==> src/rtl/vectored_timer_responder_if.sv <==
// 68000-side bus signals of the vectored timer responder, grouped for port use.
interface vectored_timer_responder_if;
    logic       AS_n;
    logic       LDS_n;
    logic       RW;
    logic       CS_n;
    logic       IACK_n;
    logic [2:0] ADDR;
    logic [7:0] DATA_IN;
    logic [7:0] DATA_OUT;
    logic       DATA_OE;
    logic       DTACK_n;
    logic       IRQ_n;

    modport slave (
        input  AS_n, LDS_n, RW, CS_n, IACK_n, ADDR, DATA_IN,
        output DATA_OUT, DATA_OE, DTACK_n, IRQ_n
    );

    modport master (
        output AS_n, LDS_n, RW, CS_n, IACK_n, ADDR, DATA_IN,
        input  DATA_OUT, DATA_OE, DTACK_n, IRQ_n
    );
endinterface

==> src/rtl/vectored_timer_responder.sv <==
// 68000 bus responder: 16-bit prescaled down-counting timer with its own DTACK and IACK vector.
// Latency AS_n fall -> DTACK_n low = 4 + DTACK_WAIT CLK; DTACK held until synchronised AS_n rises.
module vectored_timer_responder #(
    parameter int          PRESCALE     = 25,
    parameter int          DTACK_WAIT   = 1,
    parameter logic [7:0]  RESET_VECTOR = 8'h40
) (
    input logic                        CLK,
    input logic                        RST,
    vectored_timer_responder_if.slave  bus
);
    localparam int PW = (PRESCALE > 1) ? $clog2(PRESCALE) : 1;
    localparam int WW = (DTACK_WAIT > 0) ? $clog2(DTACK_WAIT + 1) : 1;
    localparam logic [PW-1:0] P_LAST = PW'(PRESCALE - 1);
    localparam logic [WW-1:0] W_INIT = WW'(DTACK_WAIT);

    typedef enum logic [1:0] {IDLE, WAIT, ACK} state_t;

    state_t        state, state_nxt;
    logic [WW-1:0] wcnt, wcnt_nxt;
    logic          ack_entry;

    logic       as_m, as_s;
    logic       cs_q, iack_q, rw_q, lds_q;
    logic [2:0] addr_q;
    logic [7:0] din_q;

    logic          enable, irq_en, autoreload;
    logic [15:0]   reload, count;
    logic [7:0]    vector, shadow;
    logic          pending;
    logic [PW-1:0] presc;

    logic       tick, expire;
    logic       is_iack, reg_wr, reg_rd;
    logic [7:0] rd_val;

    // Bus qualifiers are captured on the same edge the synchronised strobe falls.
    always_ff @(posedge CLK) begin
        if (RST) begin
            as_m   <= 1'b1;
            as_s   <= 1'b1;
            cs_q   <= 1'b1;
            iack_q <= 1'b1;
            rw_q   <= 1'b1;
            lds_q  <= 1'b1;
            addr_q <= 3'd0;
            din_q  <= 8'd0;
        end else begin
            as_m <= bus.AS_n;
            as_s <= as_m;
            if (as_s && !as_m) begin
                cs_q   <= bus.CS_n;
                iack_q <= bus.IACK_n;
                rw_q   <= bus.RW;
                lds_q  <= bus.LDS_n;
                addr_q <= bus.ADDR;
                din_q  <= bus.DATA_IN;
            end
        end
    end

    always_ff @(posedge CLK) begin
        if (RST) begin
            state <= IDLE;
            wcnt  <= '0;
        end else begin
            state <= state_nxt;
            wcnt  <= wcnt_nxt;
        end
    end

    always_comb begin
        state_nxt = state;
        wcnt_nxt  = wcnt;
        ack_entry = 1'b0;
        case (state)
            IDLE: begin
                if (!as_s && (!cs_q || !iack_q)) begin
                    state_nxt = WAIT;
                    wcnt_nxt  = W_INIT;
                end
            end
            WAIT: begin
                if (wcnt == '0) begin
                    state_nxt = ACK;
                    ack_entry = 1'b1;
                end else begin
                    wcnt_nxt = wcnt - WW'(1);
                end
            end
            ACK: begin
                if (as_s) state_nxt = IDLE;
            end
            default: state_nxt = IDLE;
        endcase
    end

    // IACK outranks a simultaneous register select.
    assign is_iack = !iack_q;
    assign reg_wr  = ack_entry && !is_iack && !cs_q && !rw_q && !lds_q;
    assign reg_rd  = ack_entry && !is_iack && !cs_q &&  rw_q && !lds_q;

    always_comb begin
        rd_val = 8'h00;
        case (addr_q)
            3'd0: rd_val = {5'd0, autoreload, irq_en, enable};
            3'd1: rd_val = reload[15:8];
            3'd2: rd_val = reload[7:0];
            3'd3: rd_val = count[15:8];
            3'd4: rd_val = shadow;
            3'd5: rd_val = vector;
            3'd6: rd_val = {7'd0, pending};
            default: rd_val = 8'h00;
        endcase
    end

    always_ff @(posedge CLK) begin
        if (RST) begin
            bus.DTACK_n  <= 1'b1;
            bus.DATA_OE  <= 1'b0;
            bus.DATA_OUT <= 8'h00;
            bus.IRQ_n    <= 1'b1;
        end else begin
            bus.IRQ_n <= ~(pending & irq_en);
            if (ack_entry) begin
                bus.DTACK_n  <= 1'b0;
                bus.DATA_OE  <= rw_q;
                bus.DATA_OUT <= is_iack ? vector : (lds_q ? 8'hFF : rd_val);
            end else if (state == ACK && state_nxt == IDLE) begin
                bus.DTACK_n <= 1'b1;
                bus.DATA_OE <= 1'b0;
            end
        end
    end

    assign tick   = enable && (presc == P_LAST);
    assign expire = tick && (count == 16'd0);

    // Register writes are applied after the timer update so a write wins a same-cycle tick.
    always_ff @(posedge CLK) begin
        if (RST) begin
            enable     <= 1'b0;
            irq_en     <= 1'b0;
            autoreload <= 1'b0;
            reload     <= 16'hFFFF;
            count      <= 16'hFFFF;
            vector     <= RESET_VECTOR;
            shadow     <= 8'h00;
            pending    <= 1'b0;
            presc      <= '0;
        end else begin
            if (enable) presc <= tick ? '0 : presc + PW'(1);
            if (tick) begin
                if (count == 16'd0) begin
                    if (autoreload) count  <= reload;
                    else            enable <= 1'b0;
                end else begin
                    count <= count - 16'd1;
                end
            end
            if (reg_wr) begin
                case (addr_q)
                    3'd0: {autoreload, irq_en, enable} <= din_q[2:0];
                    3'd1: reload[15:8] <= din_q;
                    3'd2: begin
                        reload[7:0] <= din_q;
                        count       <= {reload[15:8], din_q};
                        presc       <= '0;
                    end
                    3'd5: vector <= din_q;
                    default: ;
                endcase
            end
            if (reg_rd && addr_q == 3'd3) shadow <= count[7:0];
            pending <= expire |
                       (pending & ~((reg_wr && addr_q == 3'd6 && din_q[0]) ||
                                    (ack_entry && is_iack)));
        end
    end
endmodule

==> src/flat_wrapper.sv <==
// flat-port wrapper written by rule: the top's interface ports become plain ports
module vectored_timer_responder_flat 
#(
    parameter int          PRESCALE     = 25,
    parameter int          DTACK_WAIT   = 1,
    parameter logic [7:0]  RESET_VECTOR = 8'h40
)
  (CLK, RST, bus_AS_n, bus_LDS_n, bus_RW, bus_CS_n, bus_IACK_n, bus_ADDR, bus_DATA_IN, bus_DATA_OUT, bus_DATA_OE, bus_DTACK_n, bus_IRQ_n);
  vectored_timer_responder_if bus_i ();
  input logic CLK;
  input logic RST;
  input wire logic [$bits(bus_i.AS_n)-1:0] bus_AS_n;
  input wire logic [$bits(bus_i.LDS_n)-1:0] bus_LDS_n;
  input wire logic [$bits(bus_i.RW)-1:0] bus_RW;
  input wire logic [$bits(bus_i.CS_n)-1:0] bus_CS_n;
  input wire logic [$bits(bus_i.IACK_n)-1:0] bus_IACK_n;
  input wire logic [$bits(bus_i.ADDR)-1:0] bus_ADDR;
  input wire logic [$bits(bus_i.DATA_IN)-1:0] bus_DATA_IN;
  output wire logic [$bits(bus_i.DATA_OUT)-1:0] bus_DATA_OUT;
  output wire logic [$bits(bus_i.DATA_OE)-1:0] bus_DATA_OE;
  output wire logic [$bits(bus_i.DTACK_n)-1:0] bus_DTACK_n;
  output wire logic [$bits(bus_i.IRQ_n)-1:0] bus_IRQ_n;
  assign bus_i.AS_n = bus_AS_n;
  assign bus_i.LDS_n = bus_LDS_n;
  assign bus_i.RW = bus_RW;
  assign bus_i.CS_n = bus_CS_n;
  assign bus_i.IACK_n = bus_IACK_n;
  assign bus_i.ADDR = bus_ADDR;
  assign bus_i.DATA_IN = bus_DATA_IN;
  assign bus_DATA_OUT = bus_i.DATA_OUT;
  assign bus_DATA_OE = bus_i.DATA_OE;
  assign bus_DTACK_n = bus_i.DTACK_n;
  assign bus_IRQ_n = bus_i.IRQ_n;
  vectored_timer_responder #(.PRESCALE(PRESCALE), .DTACK_WAIT(DTACK_WAIT), .RESET_VECTOR(RESET_VECTOR)) u_core (.CLK(CLK), .RST(RST), .bus(bus_i));
endmodule
==> config.mk <==
export PLATFORM = sky130hd
export DESIGN_NAME = vectored_timer_responder_flat
export DESIGN_NICKNAME = d
export VERILOG_FILES = /design/src/rtl/vectored_timer_responder_if.sv /design/src/rtl/vectored_timer_responder.sv /design/src/flat_wrapper.sv
export SDC_FILE = /design/constraint.sdc
export NUM_CORES = 1
export LEC_CHECK = 0
export CAP_MARGIN = 20
export CELL_PAD_IN_SITES_DETAIL_PLACEMENT = 1
export CELL_PAD_IN_SITES_GLOBAL_PLACEMENT = 2
export CORE_MARGIN = 2
export CORE_UTILIZATION = 33
export CTS_BUF_LIST = sky130_fd_sc_hd__clkbuf_4 sky130_fd_sc_hd__clkbuf_8
export CTS_CLUSTER_SIZE = 20
export DETAILED_ROUTE_END_ITERATION = 16
export PLACE_DENSITY_LB_ADDON = 0.1
export REMOVE_ABC_BUFFERS = 1
export SKIP_LAST_GASP = 1
export SYNTH_ARGS = -nofsm -noshare
export SYNTH_HDL_FRONTEND = slang
export SYNTH_SLANG_ARGS = --single-unit
==> constraint.sdc <==
create_clock -name CLK -period 2 [get_ports CLK]
set_input_delay 0.3 -clock CLK [delete_from_list [all_inputs] [get_ports CLK]]
set_output_delay 0.3 -clock CLK [all_outputs]
set_load 0.02 [all_outputs]
Yosys cells after proc, flatten, opt, wreduce, memory -nomap -nowiden --
Cells that the tools add are included.
Word-level totals: register bits after elaboration 88, input bits 18, output and inout bits 11, word-level logic and storage cells 106
Operators by class: add/sub/neg operators 3, eq/ne operators 10, multiplexer cells 30, bitwise gates (word level) 5, reduce and logical (&&, ||, !) cells 34
Operators by type and width (number):
- two-way mux 16 bit | 5
- one-hot mux 8 bit (7 select lines) | 1
- two-way mux 5 bit | 4
- zero test 16 bit | 1
- two-way mux 8 bit | 2
- subtractor 16 x 1 -> 16 bit (second input constant) | 1
- logical AND 1 bit | 15
- two-way mux 1 bit | 13
- AND reduction 2 bit | 5
- equality test 3 bit (second input constant) | 3
- equality test 3 x 2 -> 1 bit (second input constant) | 2
- zero test 1 bit | 6
- two-way mux 2 bit | 3
- one-hot mux 2 bit (3 select lines) | 1
- adder 5 x 1 -> 5 bit (second input constant) | 1
- equality test 5 bit (second input constant) | 1
- zero test 2 bit | 2
- nonzero test 2 bit | 2
- equality test 3 x 1 -> 1 bit (second input constant) | 1
- zero test 3 bit | 1
- AND 1 bit | 2
- equality test 2 x 1 -> 1 bit (second input constant) | 1
- equality test 2 bit (second input constant) | 1
- logical OR 1 bit | 2
- 5 further kinds | 6

Depth between registers and ports, before layout --
word-level depth 12, mapped depth 9, mapped depth without buffers 7

Worst setup path before layout --
No wires, ideal clock.
kind reg-to-reg, from register u_core.count[3], to register u_core.count[13], library setup time 0.122 ns, arrival time 1.973 ns, data required time 1.878 ns, slack -0.095 ns, stages on the path, launching flop included 7, buffers on the path 1, period minus slack after synthesis 2.095 ns, cell sequence dfxtp_1 or4_1 or4_1 buf_2 o41ai_2 o41ai_1 a221o_1
Between the ends: cells in the longest elaborated chain, start to end 5
RTL lines:
- start, declared | RTL line vectored_timer_responder.sv:29 | logic [15:0] reload, count;
- start signal, assigned | RTL line vectored_timer_responder.sv:156 | if (autoreload) count <= reload;
- start signal, assigned | RTL line vectored_timer_responder.sv:159 | count <= count - 16'd1;
- start signal, assigned | RTL line vectored_timer_responder.sv:168 | count <= {reload[15:8], din_q};
- subtractor 16 x 1 -> 16 bit or zero test 16 bit (tied branches) | RTL line vectored_timer_responder.sv:159, vectored_timer_responder.sv:155
- two-way mux 16 bit * | RTL line vectored_timer_responder.sv:155 | if (count == 16'd0) begin
- two-way mux 16 bit * | RTL line vectored_timer_responder.sv:154 | if (tick) begin
- two-way mux 16 bit | RTL line vectored_timer_responder.sv:163 | case (addr_q)
- two-way mux 16 bit * | RTL line vectored_timer_responder.sv:162 | if (reg_wr) begin
Mark *: on every way between the ends. The rest lies on a longest branch, timed or not. A chain may end at the register's enable or synchronous reset.

Worst setup path after layout --
Ends and elaborated chain as after synthesis.

==> metrics.yaml <==
min_path:
  holdPathEnd: "u_core.reload[10]$_SDFFE_PP1P_"
  holdCritStartpoint: "RST"
  min_path_type: "in -> reg"
  hold-path-cell-count: 3
logic_synthesis:
  yosysTopAreaCell: "dfxtp_1"
  ys_async_sr_fraction: 0
  ys_warn_count: 0
  yosys-top-cells-area: "dfxtp_1 42%, mux2i_1 9.0%, nand2_1 6.6%"
  synthTopCellsByCount: "88 x dfxtp_1, 74 x nand2_1, 54 x nor2_1"
  ys_seq_area_frac: 0.417
  synth_ff_type: "dfxtp_1"
  syn_area_per_cell_um2: 8.27
  yosysMostFrequentCell: "dfxtp_1"
  synth-seq-cells: 88
  synth_edf_count: 0
  netlist_area_um2: 4230
  yosysTopAreaCellShare: 0.417
  ys_types: 59
  syn_inst: 511
sta:
  max_freq_mhz: 486
  min_period_ns: 2.06
  hold_viol: 0
  rsz0062_at_grt: "yes"
  setup_viol: 2
  holdWs_ns: 0.294
  relSlewSlack: 0.569
  worstMarginPinSlew_ns: 0.647
  finalCritPeriodShare: 1.03
  fin_ws_ns: -0.0593
  skew_ns: 0.0121
  slew_viol_final: 0
power_and_ir_drop:
  power_density_nw_per_um2: 612
  vdd_ir_drop_max_mv: 0.363
  p_leak_nw: 2.18
setup_path:
  crit_type: "reg -> reg"
  slowest_delay_ns: 0.55
  rrSetupSlack_ns: -0.06
  cp-start-kind: "register"
  cp-end-kind: "register"
  crit_fanout: 2
  cp.arrival_ns: 2.33
  r2r.worst_path.cells: 5
  required_ns: 2.27
  slowest_stage: "or4_4"
  reg2reg_to: "u_core.count[13]$_SDFF_PP1_"
  path_cells: "or4_4, or4_4, o41ai_2, o41ai_1, a221o_1"
  crit_top_cell: "or4_4"
  r2r-start: "u_core.count[3]$_SDFF_PP1_"
cells_and_area:
  antenna_cells: 0
  fill_cells: 1477
  area_growth_pct: 25.6
  nNetsFinal: 592
  stdcell_count: 746
  final_layout_size_suffix_gt1_frac: 0.179
global_route:
  antenna_found_initial: 0
  grt_pass1_wl_mm: 22.5
  track_usage: 0.221
  grt_remaining_overflow: 0
  grt_max_degree: 58
  grt_pass1_vias: 4027
floorplan:
  core_area_um2: 12600
  placementRows: 41
  dieArea_um2: 13700
  start_util: 0.336
  die_h_um: 117
  die_w_um: 117
  ios: 29
cts:
  clk_path_buf_depth: 2
  cts_tree: "yes"
  cts.sinks: 88
  cts_root_buf: "clkbuf_8"
  clkLatencyLatePin_ns: 0.39
  hold_buffers: 0
  h-tree-depth: 3
  numCtsBuffers: 9
  clkTransAtPathRegs_ns: 0.09
place:
  placed_cells: 730
  port_buffers: 28
  gp_congestion: 0.890
  hpwl_mm: 10.5
job:
  max-cap-violations: 0
detailed_routing:
  vias: 3974
  first_iter_violations: 144
  routed_wl_mm: 14.2
  drc: 0
  first_pass_iters: 4
  viasPerCell: 5.33
  wl_per_cell_um: 19.0
  ant_nets: 0
run_status:
  status: "finished, violations left"
  violations: "negative setup slack"
## worst max-delay path, delay by kind of cell, from the launching register on
| family | cells | cell delay, ns |
|---|---|---|
| flops | 1 | 0.33 |
| compound gates | 3 | 0.63 |
| simple gates | 2 | 1.00 |
## state kept, by name (all words and copies together), names as in the netlist, 2 cells and up
signal and cells:
u_core.count 16, u_core.reload 16, u_core.bus.DATA_OUT 8, u_core.din_q 8, u_core.shadow 8, u_core.vector 8, u_core.presc 5, u_core.addr_q 3
u_core.state 2
## layout by cell type (no fill, tap or decap), types with 8 or more instances in the layout
cell type / n
nor2_1: 53
nand4_1: 8
nand2_1: 74
a21oi_1: 38
clkdlybuf4s50_1: 27
nor3_1: 8
buf_4: 50
dfxtp_1: 85
o21ai_0: 20
mux2i_1: 38
clkbuf_8: 10
inv_1: 10
nand3_1: 18
## kinds of logic (layout without fill, tap and decap cells)
logic type / Yosys count / count (layout) / share of synthesized area
AND/OR/NAND/NOR: 209 / 209 / 0.237
adder cells (fa/ha/maj): 4 / 4 / 0.0118
XOR/XNOR: 3 / 3 / 0.00622
flip-flops: 88 / 88 / 0.417
AO/OA/AOI/OAI: 118 / 118 / 0.182
buffers and inverters: 47 / 110 / 0.0423
multiplexers: 42 / 42 / 0.103
## final cells by class
class | instances | area [µm²] | area share
Multi-Input combinational cell | 376 | 2380 | 0.449
Sequential cell | 88 | 1770 | 0.333
Timing Repair Buffer | 82 | 722 | 0.136
Tap cell | 172 | 215 | 0.0405
Clock buffer | 11 | 145 | 0.0273
Inverter | 13 | 48.8 | 0.00919
Clock inverter | 4 | 30.0 | 0.00566
## per-stage QoR
step | util | cell area (µm²) | total power [mW] | setup slack (ns) | TNS, ns
after floorplan | - | 4100 | 1.96 | -0.0953 | -0.616
after global placement | 0.400 | 5020 | 2.09 | -0.0895 | -0.168
after detailed placement | 0.400 | 5020 | 2.10 | -0.167 | -0.394
after CTS | 0.415 | 5220 | 3.29 | -0.0445 | -0.0656
after global routing | 0.422 | 5310 | 3.39 | -0.107 | -0.234
final | 0.422 | 5310 | 3.25 | -0.0593 | -0.0624
## timing repair
item	CTS	global route
endpoints found under the setup margin	5	30
buffers inserted	0	1
resized for setup	5	21
endpoints found under the hold margin	0	0
pin swaps	1	6
## layer usage
metal	wire length (µm)	GRT usage	part of all wire	up-vias
met5	0	0	0	-
met4	262	0.0831	0.018	0
met3	465	0.0299	0.033	17
met2	6680	0.361	0.47	67
met1	6790	0.298	0.48	1945
li1	-	-	-	1945
## where the power goes
group          internal, mW  switching (mW)  total, mW
Clock                 0.498           0.693       1.19
Combinational         0.112           0.138      0.250
Sequential             1.78          0.0301       1.81
## how the worst max path moves through the flow
stage,from,endpoint,slack [ns],cells after the start
after floorplan,u_core.count[3]$_SDFF_PP1_,u_core.count[13]$_SDFF_PP1_,-0.1,5
after global placement,u_core.count[3]$_SDFF_PP1_,u_core.count[11]$_SDFF_PP1_,-0.09,6
after detailed placement,u_core.count[3]$_SDFF_PP1_,u_core.count[11]$_SDFF_PP1_,-0.17,6
after CTS,u_core.count[3]$_SDFF_PP1_,u_core.count[13]$_SDFF_PP1_,-0.04,5
after global routing,u_core.count[3]$_SDFF_PP1_,u_core.count[13]$_SDFF_PP1_,-0.11,5
final,u_core.count[3]$_SDFF_PP1_,u_core.count[13]$_SDFF_PP1_,-0.06,5
Note: power is estimated with default switching activity, not from simulation.
